--- src/rtl/lead_one_pipe.sv ---
// Pipelined leading/trailing-one detector: one binary-search halving step per stage,
// producing floor-log2 index, zero flag and left-aligned fraction under valid/ready flow control.
module lead_one_pipe #(
  parameter  int DATA_W = 32,
  parameter  int FRAC_W = 8,
  localparam int IDX_W  = $clog2(DATA_W)
) (
  input  logic              clk,
  input  logic              rst_n,
  input  logic              in_valid,
  output logic              in_ready,
  input  logic [DATA_W-1:0] in_data,
  input  logic              in_mode,
  output logic              out_valid,
  input  logic              out_ready,
  output logic [IDX_W-1:0]  out_index,
  output logic              out_zero,
  output logic [FRAC_W-1:0] out_frac
);

  localparam int NS = IDX_W + 1;

  logic [NS-1:0]     vld_q,  vld_d;
  logic [NS-1:0]     mode_q, mode_d;
  logic [DATA_W-1:0] word_q [NS];
  logic [DATA_W-1:0] word_d [NS];
  logic [IDX_W-1:0]  cnt_q  [NS];
  logic [IDX_W-1:0]  cnt_d  [NS];

  logic [NS-1:0]     rdy;
  logic [DATA_W-1:0] rev_data;
  logic              found;

  // Stage k may load when any stage from k to the output is empty, or the output drains.
  always_comb begin
    for (int k = 0; k < NS; k++) begin
      rdy[k] = out_ready || ((vld_q >> k) != ({NS{1'b1}} >> k));
    end
  end

  assign in_ready = rdy[0];

  always_comb begin
    for (int i = 0; i < DATA_W; i++) begin
      rev_data[i] = in_data[DATA_W-1-i];
    end
  end

  always_comb begin
    int sh;
    sh     = 0;
    vld_d  = vld_q;
    mode_d = mode_q;
    for (int k = 0; k < NS; k++) begin
      word_d[k] = word_q[k];
      cnt_d[k]  = cnt_q[k];
    end

    // Trailing-one search reuses the leading-one datapath on the mirrored word.
    if (rdy[0]) begin
      vld_d[0]  = in_valid;
      mode_d[0] = in_mode;
      word_d[0] = in_mode ? rev_data : in_data;
      cnt_d[0]  = '0;
    end

    for (int k = 1; k < NS; k++) begin
      if (rdy[k]) begin
        sh        = DATA_W >> k;
        vld_d[k]  = vld_q[k-1];
        mode_d[k] = mode_q[k-1];
        if ((word_q[k-1] >> (DATA_W - sh)) == '0) begin
          word_d[k] = word_q[k-1] << sh;
          cnt_d[k]  = cnt_q[k-1] + IDX_W'(sh);
        end else begin
          word_d[k] = word_q[k-1];
          cnt_d[k]  = cnt_q[k-1];
        end
      end
    end
  end

  // NOTE: sequential state uses non-blocking assignments so every stage samples the
  // pre-edge value of its neighbour; blocking here would collapse the pipeline.
  always_ff @(posedge clk or negedge rst_n) begin
    if (!rst_n) begin
      vld_q  <= '0;
      mode_q <= '0;
      // NOTE: the datapath registers are cleared too; outputs are gated by valid anyway,
      // but a defined reset value keeps simulation free of X on the observable ports.
      for (int k = 0; k < NS; k++) begin
        word_q[k] <= '0;
        cnt_q[k]  <= '0;
      end
    end else begin
      vld_q  <= vld_d;
      mode_q <= mode_d;
      for (int k = 0; k < NS; k++) begin
        word_q[k] <= word_d[k];
        cnt_q[k]  <= cnt_d[k];
      end
    end
  end

  // After full normalisation a non-zero word always has its MSB set.
  assign found     = word_q[NS-1][DATA_W-1];
  assign out_valid = vld_q[NS-1];
  assign out_zero  = out_valid && !found;

  always_comb begin
    out_index = '0;
    out_frac  = '0;
    if (out_valid && found) begin
      if (mode_q[NS-1]) begin
        out_index = cnt_q[NS-1];
      end else begin
        out_index = IDX_W'(DATA_W - 1) - cnt_q[NS-1];
        out_frac  = word_q[NS-1][DATA_W-2 -: FRAC_W];
      end
    end
  end

endmodule

--- config.mk ---
export PLATFORM = sky130hd
export DESIGN_NAME = lead_one_pipe
export DESIGN_NICKNAME = d
export VERILOG_FILES = /design/src/rtl/lead_one_pipe.sv
export SDC_FILE = /design/constraint.sdc
export NUM_CORES = 1
export LEC_CHECK = 0
export BUFFER_PORTS_ARGS = -buffer_cell sky130_fd_sc_hd__buf_2
export CAP_MARGIN = 20
export CELL_PAD_IN_SITES_DETAIL_PLACEMENT = 0
export CELL_PAD_IN_SITES_GLOBAL_PLACEMENT = 1
export CORE_MARGIN = 2
export CORE_UTILIZATION = 46
export CTS_CLUSTER_SIZE = 40
export DETAILED_ROUTE_END_ITERATION = 16
export PLACE_DENSITY_LB_ADDON = 0.1
export SLEW_MARGIN = 20
export SYNTH_ARGS = -nofsm -noshare
export SYNTH_HDL_FRONTEND = slang
export SYNTH_SLANG_ARGS = --single-unit
--- constraint.sdc ---
create_clock -name clk -period 2.99 [get_ports clk]
set_input_delay 0.598 -clock clk [delete_from_list [all_inputs] [get_ports clk]]
set_output_delay 0.598 -clock clk [all_outputs]
set_load 0.02 [all_outputs]
==> results.toml, run 1 <==
[setup_path]
r2r_end = "mode_q[0]"
arrival_ps = 1750
critPathLaunch = "vld_q[5]"
r2r_slack_ps = 1110
r2r-start = "vld_q[5]"
crit_fanout = 8
r2r_cells = 4
critical_path_class = "flop to primary output"
cp-end-kind = "primary output"
worstPathRequired_ps = 2390
worst_setup_path_start_kind = "flop"

[cells_and_area]
synthToLayoutAreaGrowth_pct = 15.89
layout-drive-gt1-share = 0.1891
fin_nets = 627
utilization = 0.5514
final_common_cell = "dfrtp_1"
instances_no_fill = 771
diodes = 0
fin_area_sq_um = 6679
fill_cells = 1118
layout_common_cells = "130 x dfrtp_1, 91 x nand2_1, 64 x mux2i_1, 64 x o21ai_0, 54 x a21oi_1"

[yosys]
syn_nets = 578
yosys_warnings = 0
synthCells = 541
synth_top_area_share = 0.5645
avgSynthCellArea_sq_um = 10.65
yosysSeqAreaShare = 0.5645
synth_area_sq_um = 5763
ys_ff_latch = 130
synth_cell_types = 34
synth_top_area_cell = "dfrtp_1"
yosys-top-cells-area = "dfrtp_1 56%, mux2i_1 11%, nand2_1 5.9%, o21ai_0 5.6%, a21oi_1 4.7%"

[floorplan]
die_height_um = 115.9
dieArea_sq_um = 13440
core-area_sq_um = 12110
initial_core_util = 0.4758
floorplan.io_pins = 53
rows = 40
die_w_um = 115.9

[clock_network]
cts_tree = "done"
htree_num_levels = 4
cts_setup_buffers = 0
clockBufferDepth = 2
numCtsBuffers = 17
cts_resized = 0
cts_root_buffer = "clkbuf_16"
cts_sinks = 130
clkSlewWorstSetupHoldPaths_ps = 50
cts_hold_buf = 0
insertion_delay_ps = 410

[timing]
setup_viol = 0
rsz0062_at_grt = "no"
hold_violations = 0
relSlewSlack = 0.3875
fmax_ghz = 0.4259
layout_setup_ws_ps = 642.2
whs_ps = 78.70
setup_tns_ps = 0
drv_slew = 0
worst_slew_pin_slew_ps = 911.9
skew_ps = 5.748
post-route-period-util = 0.7852
min_period_ps = 2348

[drt]
route.detailed.drc = 0
drtAntennaViolNets = 0
routed_via_density = 5.025
dr.pass1.iters = 4
wl_per_cell_um = 14.40
wl_um = 11100
vias = 3874
drt_iter0_markers = 162

[place]
dpl_cell_area_sq_um = 6107
pre_cts_slack_ps = 796.3
dp_hpwl_um = 8055
portBuffers = 52
dp.cells = 739
routabilityCongestion = 0.7500

[grt]
grt_max_degree = 82
overflow = 0
grt_usage = 0.1822
grt_pass1_vias = 3836
grt_first_pass_wirelength_um = 18660
antenna_found_initial = 0

[pwr]
power_density_nw_per_um2 = 863.2
p_leak_nw = 3.038
power_mw = 5.765
ir_worst_vdd_mv = 0.3473

[min_path]
holdCritPathClass = "primary input to async pin"

[run]
drv_cap = 0

[outcome]
status = "finished, final reports clean"
-- how the worst max path moves through the flow --
stage                       end  slack [ps]  cells after the start
floorplan              in_ready         970                      5
global placement      mode_q[0]         810                      5
detailed placement    mode_q[0]         800                      5
CTS                 out_frac[1]         600                      4
global route        out_frac[1]         470                      4
finish              out_frac[1]         640                      4
-- registers in the layout, summed over array words and instances, names as in the netlist --
register	cells
found	1
mode_q	6
cnt_q	15
vld_q	6
word_q	102
-- cells by family (layout without fill, tap and decap cells) --
kind of cell	count (synthesis)	after routing	share of synthesized area
buffers and inverters	37	99	0.04147
AND/OR/NAND/NOR	158	158	0.1266
XOR/XNOR	5	5	0.007598
multiplexers	78	78	0.1385
AO/OA/AOI/OAI	133	133	0.1214
flip-flops	130	130	0.5645
-- critical path: stages, from the launching register on --
cell     delay [ps]
dfrtp_1         470
nand2_1         190
nor2_1          340
and2_1          180
buf_2           160
-- routing by layer --
layer,part of all wire,global-route usage
met1,0.45,0.2247
met5,0,0
met2,0.50,0.3076
met4,0.018,0.07778
met3,0.030,0.04393
-- synth_stat cells, drive strengths merged --
| library cell | count |
|---|---|
| a211oi | 1 |
| a21oi | 54 |
| a22o | 8 |
| a31oi | 1 |
| and2 | 9 |
| and4 | 1 |
| and4b | 1 |
| buf | 26 |
| clkbuf | 7 |
| dfrtp | 130 |
| inv | 4 |
| mux2 | 14 |
| mux2i | 64 |
| nand2 | 92 |
| nand2b | 2 |
| nand3 | 1 |
| nand4b | 1 |
| nor2 | 37 |
| nor2b | 2 |
| nor3 | 1 |
| nor4 | 7 |
| nor4b | 1 |
| o21ai | 69 |
| or2 | 3 |
| xor2 | 5 |
-- layout make-up --
cell class	count	area [sq um]	area share
Clock inverter	4	45.04	0.006744
Inverter	4	15.01	0.002248
Sequential cell	130	3253	0.4871
Tap cell	168	210.2	0.03147
Multi-Input combinational cell	374	2271	0.3400
Clock buffer	28	526.8	0.07887
Timing Repair Buffer	63	357.8	0.05358
-- power by group --
group / leakage [nW] / switching, mW / total, mW / internal (mW)
Clock: 0.284 / 0.697 / 1.97 / 1.27
Combinational: 1.20 / 0.642 / 1.17 / 0.525
Sequential: 1.55 / 0.406 / 2.63 / 2.22
No activity file was read; power rests on OpenSTA's default activity.
==> run 2: changes to the inputs <==
ABC_AREA = 1   (was default)
CORE_UTILIZATION = 45   (was 46)
clock period = 2.4 ns   (was 2.99 ns; I/O delays follow)
==> run 2 against run 1 <==
Net effect:
- critical path depth grew 2
- register-to-register slack worse by 460 ps
- final cell count up 36%
- combinational power rose by 57%
- count of clock-buffer cells in the layout shrank 4
- synthesized cell count increased by 52%
- non-clock buffer count grew 8
- clock skew up 2.2 ps
- clock power up 22%
- utilization decreased by 2.2 points
- global-route usage up 3.7 points
- largest cell class unchanged
==> results.toml, run 2 <==
[min_path]
holdCritPathClass = "primary input to async pin"

[setup_path]
critPathBufInv = 1
worstPathRequired_ps = 1920
worst_setup_path_start_kind = "flop"
r2r_cells = 7
crit_fanout = 4
critical-path-top-delay-family = "simple AND/OR/NAND/NOR gates"
r2r-start = "vld_q[5]"
critPathSlowestCell = "dfrtp_1"
arrival_ps = 1680
r2r_end = "word_q[116]"
critical_path_class = "flop to primary output"
path_depth = 6
cp-end-kind = "primary output"
r2r_slack_ps = 650
max_stage_delay_ps = 400
critPathMostFrequentCell = "nor2_4"
path_cells = "nand2_1 > nor2_4 > nand2_2 > nor2_4 > nand3_4 > buf_2"

[yosys]
synth_most_common_cell = "nand2_1"
synth_area_sq_um = 6402
synth_commonest_cells = "251 x nand2_1, 130 x dfrtp_1, 104 x inv_1"
synth_top_area_share = 0.5081
syn_nets = 857
synthFlopType = "dfrtp_1"
yosys_warnings = 0
synth_top_area_cell = "dfrtp_1"
synth-edff-count = 0
synth_cell_types = 22
avgSynthCellArea_sq_um = 7.808
yosys-top-cells-area = "dfrtp_1 51%, nand2_1 15%, inv_1 6.1%, o21ai_0 5.9%, nand3_1 3.9%"
ys_ff_latch = 130
async_flop_share = 1.000
yosysSeqAreaShare = 0.5081
synthCells = 820

[clock_network]
cts_tree = "done"
cts_root_buffer = "clkbuf_16"
numCtsBuffers = 17
clkSlewWorstSetupHoldPaths_ps = 60
cts_sinks = 130
clockBufferDepth = 2
htree_num_levels = 4
insertion_delay_ps = 420
cts_resized = 0

[drt]
wl_met2_um = 7412
dr.pass1.iters = 4
drtAntennaViolNets = 0
route.met3.wl_um = 466
route.detailed.drc = 0
top_layer_used = "met4"
wl_per_cell_um = 14.33
routed_via_density = 5.024
drt_iter0_markers = 295
wl_um = 15070
wl_met1_um = 6889
vias = 5280

[timing]
rsz0062_at_grt = "no"
drv_slew = 0
min_period_ps = 2156
post-route-period-util = 0.8983
relSlewSlack = 0.5083
setup_viol = 0
setup_tns_ps = 0
hold_violations = 0
skew_ps = 7.938
fmax_ghz = 0.4638
worst_slew_pin_slew_ps = 735.5

[pwr]
power_mw = 7.371
p_sw_mw = 2.483
switching_share = 0.3368
internal_power_mw = 4.888
seq_power_share = 0.424
clock_power_share = 0.326
combPwrFrac = 0.250
power_density_nw_per_um2 = 1004
ir_worst_vdd_mv = 0.6265
p_leak_nw = 3.802

[cells_and_area]
top_regs = "word_q x102, cnt_q x15"
fill_cells = 1407
final_common_cell = "nand2_1"
regMostFlops = "word_q"
ff_latch_area_sq_um = 3253
largest_reg_flops = 102
layout-drive-gt1-share = 0.1366
diodes = 0
multi_input_area_sq_um = 2469
synthToLayoutAreaGrowth_pct = 14.70
instances_no_fill = 1051
fin_nets = 897
layout_common_cells = "251 x nand2_1, 130 x dfrtp_1, 104 x inv_1, 75 x o21ai_0, 51 x buf_2"

[place]
dp_hpwl_um = 10830
dp.cells = 1020
portBuffers = 52
routabilityCongestion = 0.8017

[run]
drv_cap = 0

[floorplan]
core-area_sq_um = 13880
dieArea_sq_um = 15200
floorplan.io_pins = 53
die_height_um = 123.3
initial_core_util = 0.4612
rows = 43
die_w_um = 123.3

[grt]
overflow = 0
grt_usage = 0.2193
grt_first_pass_wirelength_um = 25510
antenna_found_initial = 0
grt_pass1_vias = 5138
grt_max_degree = 42

[outcome]
status = "finished, final reports clean"
==> run 2: changes by cell type after synthesis, moves of 15 or more <==
cell      change
a21oi_1      -23
clkbuf_1     +15
inv_1       +100
mux2i_1      -64
nand2_1     +160
nand3_1      +49
nand4_1      +33
o211ai_1     +23
==> run 2: logic make-up after synthesis <==
logic type / after synthesis / share of synthesized area
and+or+nand+nor: 395 / 0.2675
buffers and inverters: 158 / 0.1063
DFF: 130 / 0.5081
AOI/OAI and AO/OA: 137 / 0.1180
==> run 2: timing repair <==
item | 4_1_cts | 5_1_grt
hold buffers | 0 | 0
endpoints found under the setup margin | 0 | 1
setup buffers | 0 | 1
==> run 2: routing by layer <==
layer / global-route usage / up-vias
met5: 0 / -
met4: 0.07173 / 0
met3: 0.05627 / 20
met2: 0.3654 / 87
met1: 0.2791 / 2470
li1: - / 2703
==> run 2: final cells by class <==
| class | instances | area share |
|---|---|---|
| repair buffers | 71 | 0.06032 |
| clock buffers | 24 | 0.06696 |
| multi-input cells | 532 | 0.3362 |
| flip-flops and latches | 130 | 0.4430 |
| inverters | 108 | 0.05538 |
| well taps | 180 | 0.03067 |
| clock inverters | 6 | 0.007497 |
==> run 2: per-stage QoR <==
stage | setup WS (ps) | cell area, sq um | hold WS [ps] | util
floorplan | 659.6 | 6402 | 184.4 | -
global placement | 337.9 | 6789 | 459.5 | 0.4891
detailed placement | 317.5 | 6789 | 468.5 | 0.4891
CTS | 79.86 | 7336 | 70.52 | 0.5285
global route | 152.1 | 7343 | 88.32 | 0.5290
finish | 244.0 | 7343 | 64.52 | 0.5290
==> run 2: worst max path at each step <==
stage	from	to	slack (ps)
global placement	out_ready	in_ready	340
CTS	vld_q[5]	in_ready	80
global route	vld_q[5]	in_ready	150
detailed placement	out_ready	in_ready	320
floorplan	vld_q[5]	in_ready	660
finish	vld_q[5]	in_ready	240
==> run 2: power groups by stage <==
| stage | clock [mW] | sequential [mW] | combinational, mW |
|---|---|---|---|
| after floorplan | 0 | 2.99 | 1.41 |
| after global routing | 2.55 | 3.19 | 2.13 |
| after global placement | 0 | 3.14 | 1.83 |
| after detailed placement | 0 | 3.16 | 1.86 |
| final | 2.41 | 3.13 | 1.84 |
| after CTS | 2.46 | 3.13 | 1.87 |
==> run 3: changes to the inputs <==
MAX_ROUTING_LAYER = met4   (was default)
==> run 3 against run 2 <==
Net effect:
- worst hold slack worse by 23 ps
- non-clock buffer count is 1 higher
- power rose by 1.0%
- flip-flop and latch count unchanged
- routed wire length down 2.0%
- global-route usage shrank 0.19 points
==> results.toml, run 3 (synthesized netlist as in run 2, its figures left out) <==
[drt]
wl_per_cell_um = 14.02
drt_iter0_markers = 355
route.detailed.drc = 0
dr.pass1.iters = 5
top_layer_used = "met4"
vias = 5236
route.met3.wl_um = 387
wl_met1_um = 6837
drtAntennaViolNets = 0
wl_um = 14760
wl_met2_um = 7211
routed_via_density = 4.972

[pwr]
switching_share = 0.3307
clock_power_share = 0.335
power_density_nw_per_um2 = 1011
seq_power_share = 0.418
p_leak_nw = 3.816
internal_power_mw = 4.984
combPwrFrac = 0.247
p_sw_mw = 2.463
power_mw = 7.447
ir_worst_vdd_mv = 0.5422

[setup_path]
critical_path_class = "flop to primary output"
r2r_cells = 7
cp-end-kind = "primary output"
arrival_ps = 1630
critPathLaunch = "vld_q[5]"
worst_setup_path_start_kind = "flop"
crit_fanout = 4
r2r-start = "vld_q[5]"
worstPathRequired_ps = 1920

[cells_and_area]
layout-drive-gt1-share = 0.1386
fin_nets = 898
multi_input_area_sq_um = 2469
diodes = 0
regMostFlops = "word_q"
fill_cells = 1382
synthToLayoutAreaGrowth_pct = 15.11
top_regs = "word_q x102, cnt_q x15"
ff_latch_area_sq_um = 3253
final_common_cell = "nand2_1"
largest_reg_flops = 102
utilization = 0.5309
layout_common_cells = "251 x nand2_1, 130 x dfrtp_1, 104 x inv_1, 75 x o21ai_0, 51 x buf_2"

[timing]
setup_tns_ps = 0
post-route-period-util = 0.8792
min_period_ps = 2110
setup_viol = 0
relSlewSlack = 0.5450
drv_slew = 0
worst_slew_pin_slew_ps = 680.5
hold_violations = 0
fmax_ghz = 0.4739
rsz0062_at_grt = "no"
layout_setup_ws_ps = 289.9
skew_ps = 7.314

[grt]
grt_usage = 0.2175
grt_first_pass_wirelength_um = 24670
overflow = 0
antenna_found_initial = 0
grt_max_degree = 57
grt_pass1_vias = 4984

[floorplan]
core-area_sq_um = 13880
floorplan.io_pins = 53
rows = 43
initial_core_util = 0.4612
die_w_um = 123.3
dieArea_sq_um = 15200
die_height_um = 123.3

[place]
portBuffers = 52
pre_cts_slack_ps = 339.8
routabilityCongestion = 0.8090
dp_hpwl_um = 10740

[clock_network]
clockBufferDepth = 2
numCtsBuffers = 17
cts_hold_buf = 0
htree_num_levels = 4
insertion_delay_ps = 420
cts_sinks = 130
cts_root_buffer = "clkbuf_16"
clkSlewWorstSetupHoldPaths_ps = 50
cts_tree = "done"

[outcome]
status = "finished, final reports clean"

[min_path]
holdCritPathClass = "primary input to async pin"

[run]
drv_cap = 0
run 3: through the flow:
stage	hold WS, ps	cell area (sq um)	std cells
final	41.88	7370	1053
after global routing	69.73	7370	1053
after CTS	49.05	7355	1051
after detailed placement	458.6	6777	1020
after global placement	461.0	6777	1020
after floorplan	184.4	6402	820
run 3: worst max-delay path, cell delays in order (launching register included):
cell and delay [ps]:
dfrtp_1 400, nand2_1 130, nor2_4 170, nand2_2 90, nor2_4 160, nand3_4 80
buf_2 190
run 3: what timing repair did:
item	CTS	global route
resized for setup	0	0
setup buffers	0	2
setup endpoints to repair	0	1
endpoints found under the hold margin	0	0
run 3: layout make-up:
cell class,count,share of cell area
repair buffers,72,0.05942
flip-flops and latches,130,0.4414
well taps,180,0.03056
clock inverters,4,0.006112
multi-input cells,532,0.3350
inverters,108,0.05518
clock buffers,27,0.07233
run 3: worst paths after layout:
kind	slack (ps)	to
min in group clk	240	vld_q[0]
setup reg to reg	670	word_q[116]
hold / removal	40	cnt_q[0]
max in group asynchronous	1660	word_q[139]
hold reg to reg	470	cnt_q[6]
setup / recovery	290	in_ready
run 3: power groups by stage:
stage | Clock [mW] | Sequential [mW] | Combinational (mW)
2_1_floorplan | 0 | 2.99 | 1.41
6_report | 2.49 | 3.12 | 1.84
3_3_place_gp | 0 | 3.14 | 1.83
3_5_place_dp | 0 | 3.15 | 1.86
4_1_cts | 2.54 | 3.12 | 1.87
5_1_grt | 2.65 | 3.19 | 2.12
run 3: per-layer routing:
layer  track usage  vias to the layer above
met5             -                        -
met4       0.08381                        0
met3       0.04520                       22
met2        0.3438                       77
met1        0.2756                     2443
li1              -                     2694
